## src/rtl/tspi_rx_rxd_ctl.sv

```systemverilog
// rtl/tspi_rx_rxd_ctl.sv - Tspi receive data controller: pin sync, MSB-first deserialiser, valid/ready word output
module tspi_rx_rxd_ctl #(
    parameter int DATA_W = 8,
    parameter int CNT_W  = 16
) (
    input  logic              clk,
    input  logic              rst,
    input  logic              rxd_en,
    input  logic              spi_sclk,
    input  logic              spi_cs_n,
    input  logic              spi_sdi,
    output logic [DATA_W-1:0] rx_data,
    output logic              rx_valid,
    input  logic              rx_ready,
    output logic              rx_ovf,
    output logic [CNT_W-1:0]  rx_cnt,
    output logic              rxd_cmpt
);

    localparam int BW = (DATA_W > 2) ? $clog2(DATA_W) : 1;
    localparam logic [BW-1:0] LAST_BIT = BW'(DATA_W - 1);

    typedef enum logic [1:0] {S_IDLE, S_WAIT, S_SHIFT, S_CMPT} state_t;

    state_t            state_q;
    logic              sclk_s1_q, sclk_s2_q, sclk_h_q;
    logic              cs_s1_q, cs_s2_q, cs_h_q;
    logic              sdi_s1_q, sdi_s2_q;
    logic [DATA_W-1:0] shift_q;
    logic [BW-1:0]     bit_cnt_q;
    logic [DATA_W-1:0] rx_data_q;
    logic              rx_valid_q;
    logic              rx_ovf_q;
    logic [CNT_W-1:0]  rx_cnt_q;
    logic              rxd_cmpt_q;

    logic              sclk_rise;
    logic              cs_rise;
    logic [DATA_W-1:0] shift_d;

    assign sclk_rise = sclk_s2_q & ~sclk_h_q;
    assign cs_rise   = cs_s2_q & ~cs_h_q;
    assign shift_d   = {shift_q[DATA_W-2:0], sdi_s2_q};

    always_ff @(posedge clk or posedge rst) begin
        if (rst) begin
            state_q    <= S_IDLE;
            sclk_s1_q  <= 1'b0;
            sclk_s2_q  <= 1'b0;
            sclk_h_q   <= 1'b0;
            cs_s1_q    <= 1'b1;
            cs_s2_q    <= 1'b1;
            cs_h_q     <= 1'b1;
            sdi_s1_q   <= 1'b0;
            sdi_s2_q   <= 1'b0;
            shift_q    <= '0;
            bit_cnt_q  <= '0;
            rx_data_q  <= '0;
            rx_valid_q <= 1'b0;
            rx_ovf_q   <= 1'b0;
            rx_cnt_q   <= '0;
            rxd_cmpt_q <= 1'b0;
        end else begin
            sclk_s1_q <= spi_sclk;
            sclk_s2_q <= sclk_s1_q;
            sclk_h_q  <= sclk_s2_q;
            cs_s1_q   <= spi_cs_n;
            cs_s2_q   <= cs_s1_q;
            cs_h_q    <= cs_s2_q;
            sdi_s1_q  <= spi_sdi;
            sdi_s2_q  <= sdi_s1_q;

            if (!rxd_en) begin
                // Teardown: rx_data deliberately keeps its last word
                state_q    <= S_IDLE;
                bit_cnt_q  <= '0;
                rx_valid_q <= 1'b0;
                rx_ovf_q   <= 1'b0;
                rx_cnt_q   <= '0;
                rxd_cmpt_q <= 1'b0;
            end else begin
                if (rx_valid_q && rx_ready) begin
                    rx_valid_q <= 1'b0;
                end
                case (state_q)
                    S_IDLE: begin
                        bit_cnt_q <= '0;
                        state_q   <= S_WAIT;
                    end
                    S_WAIT: begin
                        if (!cs_s2_q) begin
                            state_q <= S_SHIFT;
                        end
                    end
                    S_SHIFT: begin
                        if (sclk_rise) begin
                            shift_q <= shift_d;
                            if (bit_cnt_q == LAST_BIT) begin
                                bit_cnt_q <= '0;
                                if (!rx_valid_q || rx_ready) begin
                                    rx_data_q  <= shift_d;
                                    rx_valid_q <= 1'b1;
                                    if (rx_cnt_q != {CNT_W{1'b1}}) begin
                                        rx_cnt_q <= rx_cnt_q + CNT_W'(1);
                                    end
                                end else begin
                                    rx_ovf_q <= 1'b1;
                                end
                            end else begin
                                bit_cnt_q <= bit_cnt_q + BW'(1);
                            end
                        end
                        // A word finishing on this same edge is handled above before leaving
                        if (cs_rise) begin
                            state_q <= S_CMPT;
                        end
                    end
                    S_CMPT: begin
                        rxd_cmpt_q <= 1'b1;
                    end
                    default: state_q <= S_IDLE;
                endcase
            end
        end
    end

    assign rx_data  = rx_data_q;
    assign rx_valid = rx_valid_q;
    assign rx_ovf   = rx_ovf_q;
    assign rx_cnt   = rx_cnt_q;
    assign rxd_cmpt = rxd_cmpt_q;

endmodule

```

## config.mk

```make
export PLATFORM = sky130hd
export DESIGN_NAME = tspi_rx_rxd_ctl
export DESIGN_NICKNAME = d
export VERILOG_FILES = /design/src/rtl/tspi_rx_rxd_ctl.sv
export SDC_FILE = /design/constraint.sdc
export NUM_CORES = 1
export LEC_CHECK = 0
export ABC_AREA = 1
export CORE_MARGIN = 3
export CORE_UTILIZATION = 58
export DETAILED_ROUTE_END_ITERATION = 10
export GPL_ROUTABILITY_DRIVEN = 0
export HOLD_SLACK_MARGIN = 0.06
export PLACE_DENSITY_LB_ADDON = 0.3
export SLEW_MARGIN = 20
export SYNTH_ARGS = -nofsm -noshare
export SYNTH_HDL_FRONTEND = slang
export SYNTH_SLANG_ARGS = --single-unit
```

## constraint.sdc

```tcl
create_clock -name clk -period 5.2 [get_ports clk]
set_clock_uncertainty 0.2 [all_clocks]
set_input_delay 1.3 -clock clk [delete_from_list [all_inputs] [get_ports clk]]
set_output_delay 1.3 -clock clk [all_outputs]
set_load 0.005 [all_outputs]
```

==> impl_metrics.tcl, run 1 <==
set metrics [dict create \
    status "completed" \
    ys_seq_area_share_pct 50.4 \
    power.leakage_nw 1.26 \
    die-width_um 69.5 \
    synth_top_cells_by_area "dfrtp_1 (47%), nand2_1 (9.8%), ha_1 (3.7%)" \
    num_rows 22 \
    ys_warn_count 0 \
    totalWireLength_um 3970 \
    final_cells 331 \
    endpoint_kind "register" \
    design.core.area_sq_mm 0.00377 \
    cp_top_family "simple AND/OR/NAND/NOR gates" \
    fmax_mhz 343 \
    dp_hpwl_um 2930 \
    path_max_fanout 16 \
    holdPathEnd "sclk_s2_q" \
    setup_viol 0 \
    antenna_found_initial 0 \
    p_sw_share_pct 28.6 \
    synthFlopType "dfrtp_1" \
    placedCellCount 323 \
    fin_crit_ns 2.92 \
    reg2reg_depth 8 \
    post-route-period-util_pct 56.1 \
    initial_core_util_pct 62.0 \
    internal_power_mw 0.550 \
    yosys_register_bits 47 \
    max_stage_delay_ns 0.73 \
    p_per_area_mw_per_mm2 278 \
    hold_ws_ns 0.152 \
    crit_arrival_ns 2.91 \
    grt_overflow 0 \
    path_buf_inv 1 \
    num_vias 1674 \
    netSwitchingPower_mw 0.220 \
    grt_pass1_wl_um 7020 \
    stdcell_area_sq_mm 0.00277 \
    critPathMostFrequentCell "nand2_1" \
    dr_wl_met3_um 147 \
    p_seq_share_pct 56.2 \
    met1_length_um 1950 \
    synth_cells 247 \
    final-max-slew-violation-count 0 \
    crit_path_cell_trace "clkdlybuf4s50_1 > nand3_1 > nor2_4 > nand4_4 > nand2_4 > nor2_2 > nand2_1 > nand2_1" \
    yosysTopAreaCell "dfrtp_1" \
    mappedNetlistNets 261 \
    synth_top_area_share_pct 47.1 \
    clk_latency_ns 0.30 \
    place_area_sq_mm 0.00268 \
    final_common_cell "nand2_1" \
    hold_class "register to register" \
    syn_area_per_cell_sq_um 9.47 \
    post_drt_wl_per_cell_um 12.0 \
    grt_use_total_pct 17.7 \
    firstDrtPassIters 4 \
    finalSetupTns_ns 0 \
    grt_max_degree 48 \
    synthArstFlopShare_pct 100 \
    numCtsBuffers 5 \
    avgViaCountPerCell 5.06 \
    cts_max_path_buffers 2 \
    slew_headroom_pct 38.1 \
    hp-start "sclk_s1_q" \
    layout_common_cells "nand2_1 (61), dfrtp_1 (44), clkdlybuf4s50_1 (33), inv_1 (22), nand3_1 (14)" \
    dr_wl_met2_um 1830 \
    nNetsFinal 296 \
    rsz0062_at_grt "false" \
    hold_violations 0 \
    die_area_sq_mm 0.00483 \
    post_cts_resized 0 \
    area_delta_synth_final_pct 18.2 \
    cap_viol_max_count 0 \
    n_antenna_cell 0 \
    start_kind "input pin" \
    drtIter0Drc 125 \
    combPwrFrac_pct 15.7 \
    ant_nets 0 \
    cts_tree "yes" \
    grt_pass1_vias 1548 \
    yosysUniqueCellTypes 34 \
    cpMaxStageDelayCell "clkdlybuf4s50_1" \
    hold_depth 0 \
    r2r_slack_ns 3.16 \
    worstSetupPathType "input pin to register" \
    io_pins 34 \
    tightest_slew_ns 0.927 \
    cts_sinks 47 \
    worst_r2r_endpoint "rx_cnt[0]" \
    top_layer_used "met4" \
    die_y_um 69.5 \
    cts.clk_slew.worst_paths_ns 0.08 \
    vdd.ir_drop.worst_v 0.000207 \
    cts-htree-levels 2 \
    cts_setup_buffers 0 \
    route.detailed.drc 0 \
    synthesis.area_sq_mm 0.00234 \
    root_buffer "clkbuf_8" \
    synth_edf_count 0 \
    r2r_start "bit_cnt_q[0]" \
    ctsHoldBuffers 0 \
    clkPwrFrac_pct 28.1 \
    drive_above_1_share_pct 17.7 \
    required_ns 5.19 \
    numPortBuffers 33 \
]
==> registers in the layout, indices dropped and copies added, names as in the netlist <==
| name | cells |
|---|---|
| shift_q | 7 |
| sclk_h_q | 1 |
| sclk_s1_q | 1 |
| cs_s1_q | 1 |
| rx_cnt | 16 |
| rx_data | 8 |
| sdi_s2_q | 1 |
| sclk_s2_q | 1 |
| cs_s2_q | 1 |
| state_q | 2 |
| rx_valid | 1 |
| rxd_cmpt | 1 |
| rx_ovf | 1 |
| bit_cnt_q | 3 |
| cs_h_q | 1 |
| sdi_s1_q | 1 |
==> power groups by stage <==
stage / sequential, mW / clock [mW] / combinational (mW)
after floorplan: 0.435 / 0 / 0.0915
after global placement: 0.438 / 0 / 0.118
after detailed placement: 0.441 / 0 / 0.122
after CTS: 0.433 / 0.221 / 0.124
after global routing: 0.438 / 0.236 / 0.141
final: 0.433 / 0.216 / 0.121
==> worst reg2reg max path, stage by stage, from the launching register on <==
cell and delay, ns:
dfrtp_1 0.39, ha_1 0.17, ha_1 0.24, inv_2 0.07, nor2_1 0.10, nand3_1 0.08
nand2_2 0.12, nand3_2 0.34, o21ai_2 0.24
==> logic make-up after synthesis <==
logic type                 synth area share [%]
and+or+nand+nor                            25.8
DFF                                        50.4
AOI/OAI and AO/OA                          10.4
buffers and inverters                      6.26
xor gates and xnor gates                   3.37
adders and majority gates                  3.74
==> Yosys cell counts (2+ instances only) <==
| cell type | number |
|---|---|
| o21ai_2 | 10 |
| o21ai_1 | 9 |
| nand3_1 | 14 |
| o31ai_1 | 2 |
| nand2_1 | 61 |
| inv_2 | 2 |
| nand4_1 | 2 |
| o21ai_0 | 10 |
| xnor2_1 | 5 |
| ha_1 | 7 |
| dfrtp_1 | 44 |
| buf_2 | 2 |
| nand2_4 | 2 |
| inv_1 | 23 |
| buf_6 | 2 |
| nand2_2 | 13 |
| nor2_1 | 13 |
| dfstp_2 | 3 |
| xor2_1 | 4 |
| nor2_2 | 2 |
| nor2_4 | 4 |
==> worst max-delay path by stage <==
stage	from	end	cells past startpoint
global placement	rxd_en	rx_cnt[11]	8
detailed placement	rxd_en	rx_cnt[12]	8
finish	rxd_en	rx_cnt[12]	8
floorplan	rst	bit_cnt_q[0]	1
global route	rxd_en	rx_cnt[12]	8
CTS	rxd_en	rx_cnt[12]	8
==> per-stage QoR <==
stage	util [%]	worst slack [ns]	total power, mW
floorplan	-	2.59	0.526
global placement	71.0	2.00	0.555
detailed placement	71.0	1.95	0.563
CTS	73.3	2.27	0.778
global route	73.3	2.16	0.815
finish	73.3	2.28	0.770
==> routing by layer <==
layer	vias up	global-route usage, %
met5	-	0
met4	0	6.51
met3	4	4.06
met2	31	26.7
met1	778	25.0
li1	861	-
==> cell type report <==
type	instances	area, sq um
fill	286	1010
inverter	25	93.8
multi-input combinational	170	1010
timing repair buffer	33	330
clock inverter	3	18.8
tap	48	60.1
clock buffer	5	68.8
sequential	47	1180
(Power assumes the default switching activity.)
==> run 2, diff against run 1 <==
Settings changed: CORE_UTILIZATION 58 to 54.
Clock period 5.2 ns to 2.72 ns, I/O delays scaled along.
==> run 2 against run 1 <==
  * Hold slack barely moved
  * Wire length rose by 5.6%
  * Largest cell class unchanged
  * Via count rose by 4.1%
  * Clock power grew 140%
  * Non-clock buffer count rose by 3
  * First-iteration DRC count is 30% lower
  * Register-to-register slack worse by 2.5 ns
  * Global-route usage rose by 0.83 points
==> impl_metrics.tcl, run 2 (synthesized netlist as in run 1, its figures left out) <==
set metrics [dict create \
    tightest_slew_ns 0.431 \
    clk_latency_ns 0.29 \
    die_y_um 71.8 \
    layout_common_cells "nand2_1 (61), dfrtp_1 (44), clkdlybuf4s50_1 (33), inv_1 (22), nand3_1 (14)" \
    stdcell_area_sq_mm 0.00282 \
    endpoint_kind "output pin" \
    hold_violations 0 \
    fmax_mhz 455 \
    num_rows 23 \
    cp_top_family "buffers and inverters" \
    cap_viol_max_count 0 \
    worstSetupPathType "register to output pin" \
    area_delta_synth_final_pct 20.5 \
    final_common_cell "nand2_1" \
    post_cts_resized 0 \
    place_area_sq_mm 0.00270 \
    path_buf_inv 1 \
    pre_cts_ws_ns 0.206 \
    grt_pass1_wl_um 7580 \
    required_ns 1.84 \
    start_kind "register" \
    cts-htree-levels 2 \
    crit_path_cell_trace "clkdlybuf4s50_1" \
    vdd.ir_drop.worst_v 0.000412 \
    fin_ws_ns 0.523 \
    setup_viol 0 \
    grt_max_degree 20 \
    antenna_found_initial 0 \
    die-width_um 71.8 \
    status "completed" \
    numPortBuffers 33 \
    nNetsFinal 299 \
    io_pins 34 \
    fin_crit_ns 2.20 \
    ctsHoldBuffers 0 \
    numCtsBuffers 5 \
    n_antenna_cell 0 \
    cts_max_path_buffers 2 \
    rsz0062_at_grt "false" \
    initial_core_util_pct 57.3 \
    final-max-slew-violation-count 0 \
    slew_headroom_pct 71.0 \
    cts_setup_buffers 0 \
    root_buffer "clkbuf_8" \
    totalWireLength_um 4190 \
    path_max_fanout 5 \
    cts.clk_slew.worst_paths_ns 0.09 \
    power.leakage_nw 1.29 \
    num_vias 1743 \
    grt_overflow 0 \
    avgViaCountPerCell 5.19 \
    post_drt_wl_per_cell_um 12.5 \
    finalSetupTns_ns 0 \
    post-route-period-util_pct 80.8 \
    route.detailed.drc 0 \
    largest_register_ffs 16 \
    drtIter0Drc 87 \
    drive_above_1_share_pct 18.5 \
    max_stage_delay_ns 0.55 \
    grt_use_total_pct 18.5 \
    p_per_area_mw_per_mm2 565 \
    dp_hpwl_um 3200 \
    hold_class "register to register" \
    nFillCells 346 \
    cpMaxStageDelayCell "clkdlybuf4s50_1" \
    cts_sinks 47 \
    ant_nets 0 \
    crit_arrival_ns 1.32 \
    cts_tree "yes" \
    firstDrtPassIters 4 \
    die_area_sq_mm 0.00516 \
    design.core.area_sq_mm 0.00409 \
    grt_pass1_vias 1717 \
]
run 2: cell count changes in the layout (fill, tap and decap cells not counted), sizes merged:
cell | before | now
clkinv | 2 | 1
buf | 0 | 3
inv | 26 | 25
bufinv | 0 | 1
clkbuf | 5 | 6
run 2: power by group:
part	switching, mW	internal (mW)	leakage [nW]	total [mW]
Sequential	0.0509	0.778	0.610	0.829
Clock	0.228	0.297	0.0612	0.526
Combinational	0.144	0.0957	0.616	0.240
run 2: final timing paths:
kind | from | to | slack, ns | cells after the start
min in group asynchronous | rst | rx_data[3] | 0.47 | 2
min | sclk_s1_q | sclk_s2_q | 0.15 | 0
max | rx_cnt[0] | rx_cnt[0] | 0.52 | 1
min reg2reg | sclk_s1_q | sclk_s2_q | 0.15 | 0
max reg2reg | bit_cnt_q[0] | rx_cnt[13] | 0.70 | 8
max in group asynchronous | rst | cs_h_q | 1.25 | 3
run 2: layer usage:
layer,global-route usage (%),up-vias,routed length (um)
met3,4.21,6,164
met1,24.2,833,1990
met4,5.64,0,55
met2,30.8,35,1980
met5,0,-,0
li1,-,869,-
run 2: final cells by class:
cell class	instances	area (sq um)	area share, %
flip-flops and latches	47	1180	41.8
inverters	25	93.8	3.33
well taps	50	62.6	2.22
clock buffers	6	82.6	2.93
repair buffers	36	353	12.5
multi-input cells	170	1010	35.9
clock inverters	2	35.0	1.24
run 2: metrics by stage:
step / total power [mW] / util, % / hold slack, ns / std cells
after global placement: 1.07 / 66.1 / 0.134 / 328
after CTS: 1.61 / 69.0 / 0.156 / 336
after global routing: 1.68 / 69.0 / 0.161 / 336
final: 1.59 / 69.0 / 0.152 / 336
after detailed placement: 1.09 / 66.1 / 0.136 / 328
after floorplan: 1.01 / - / 0.131 / 247
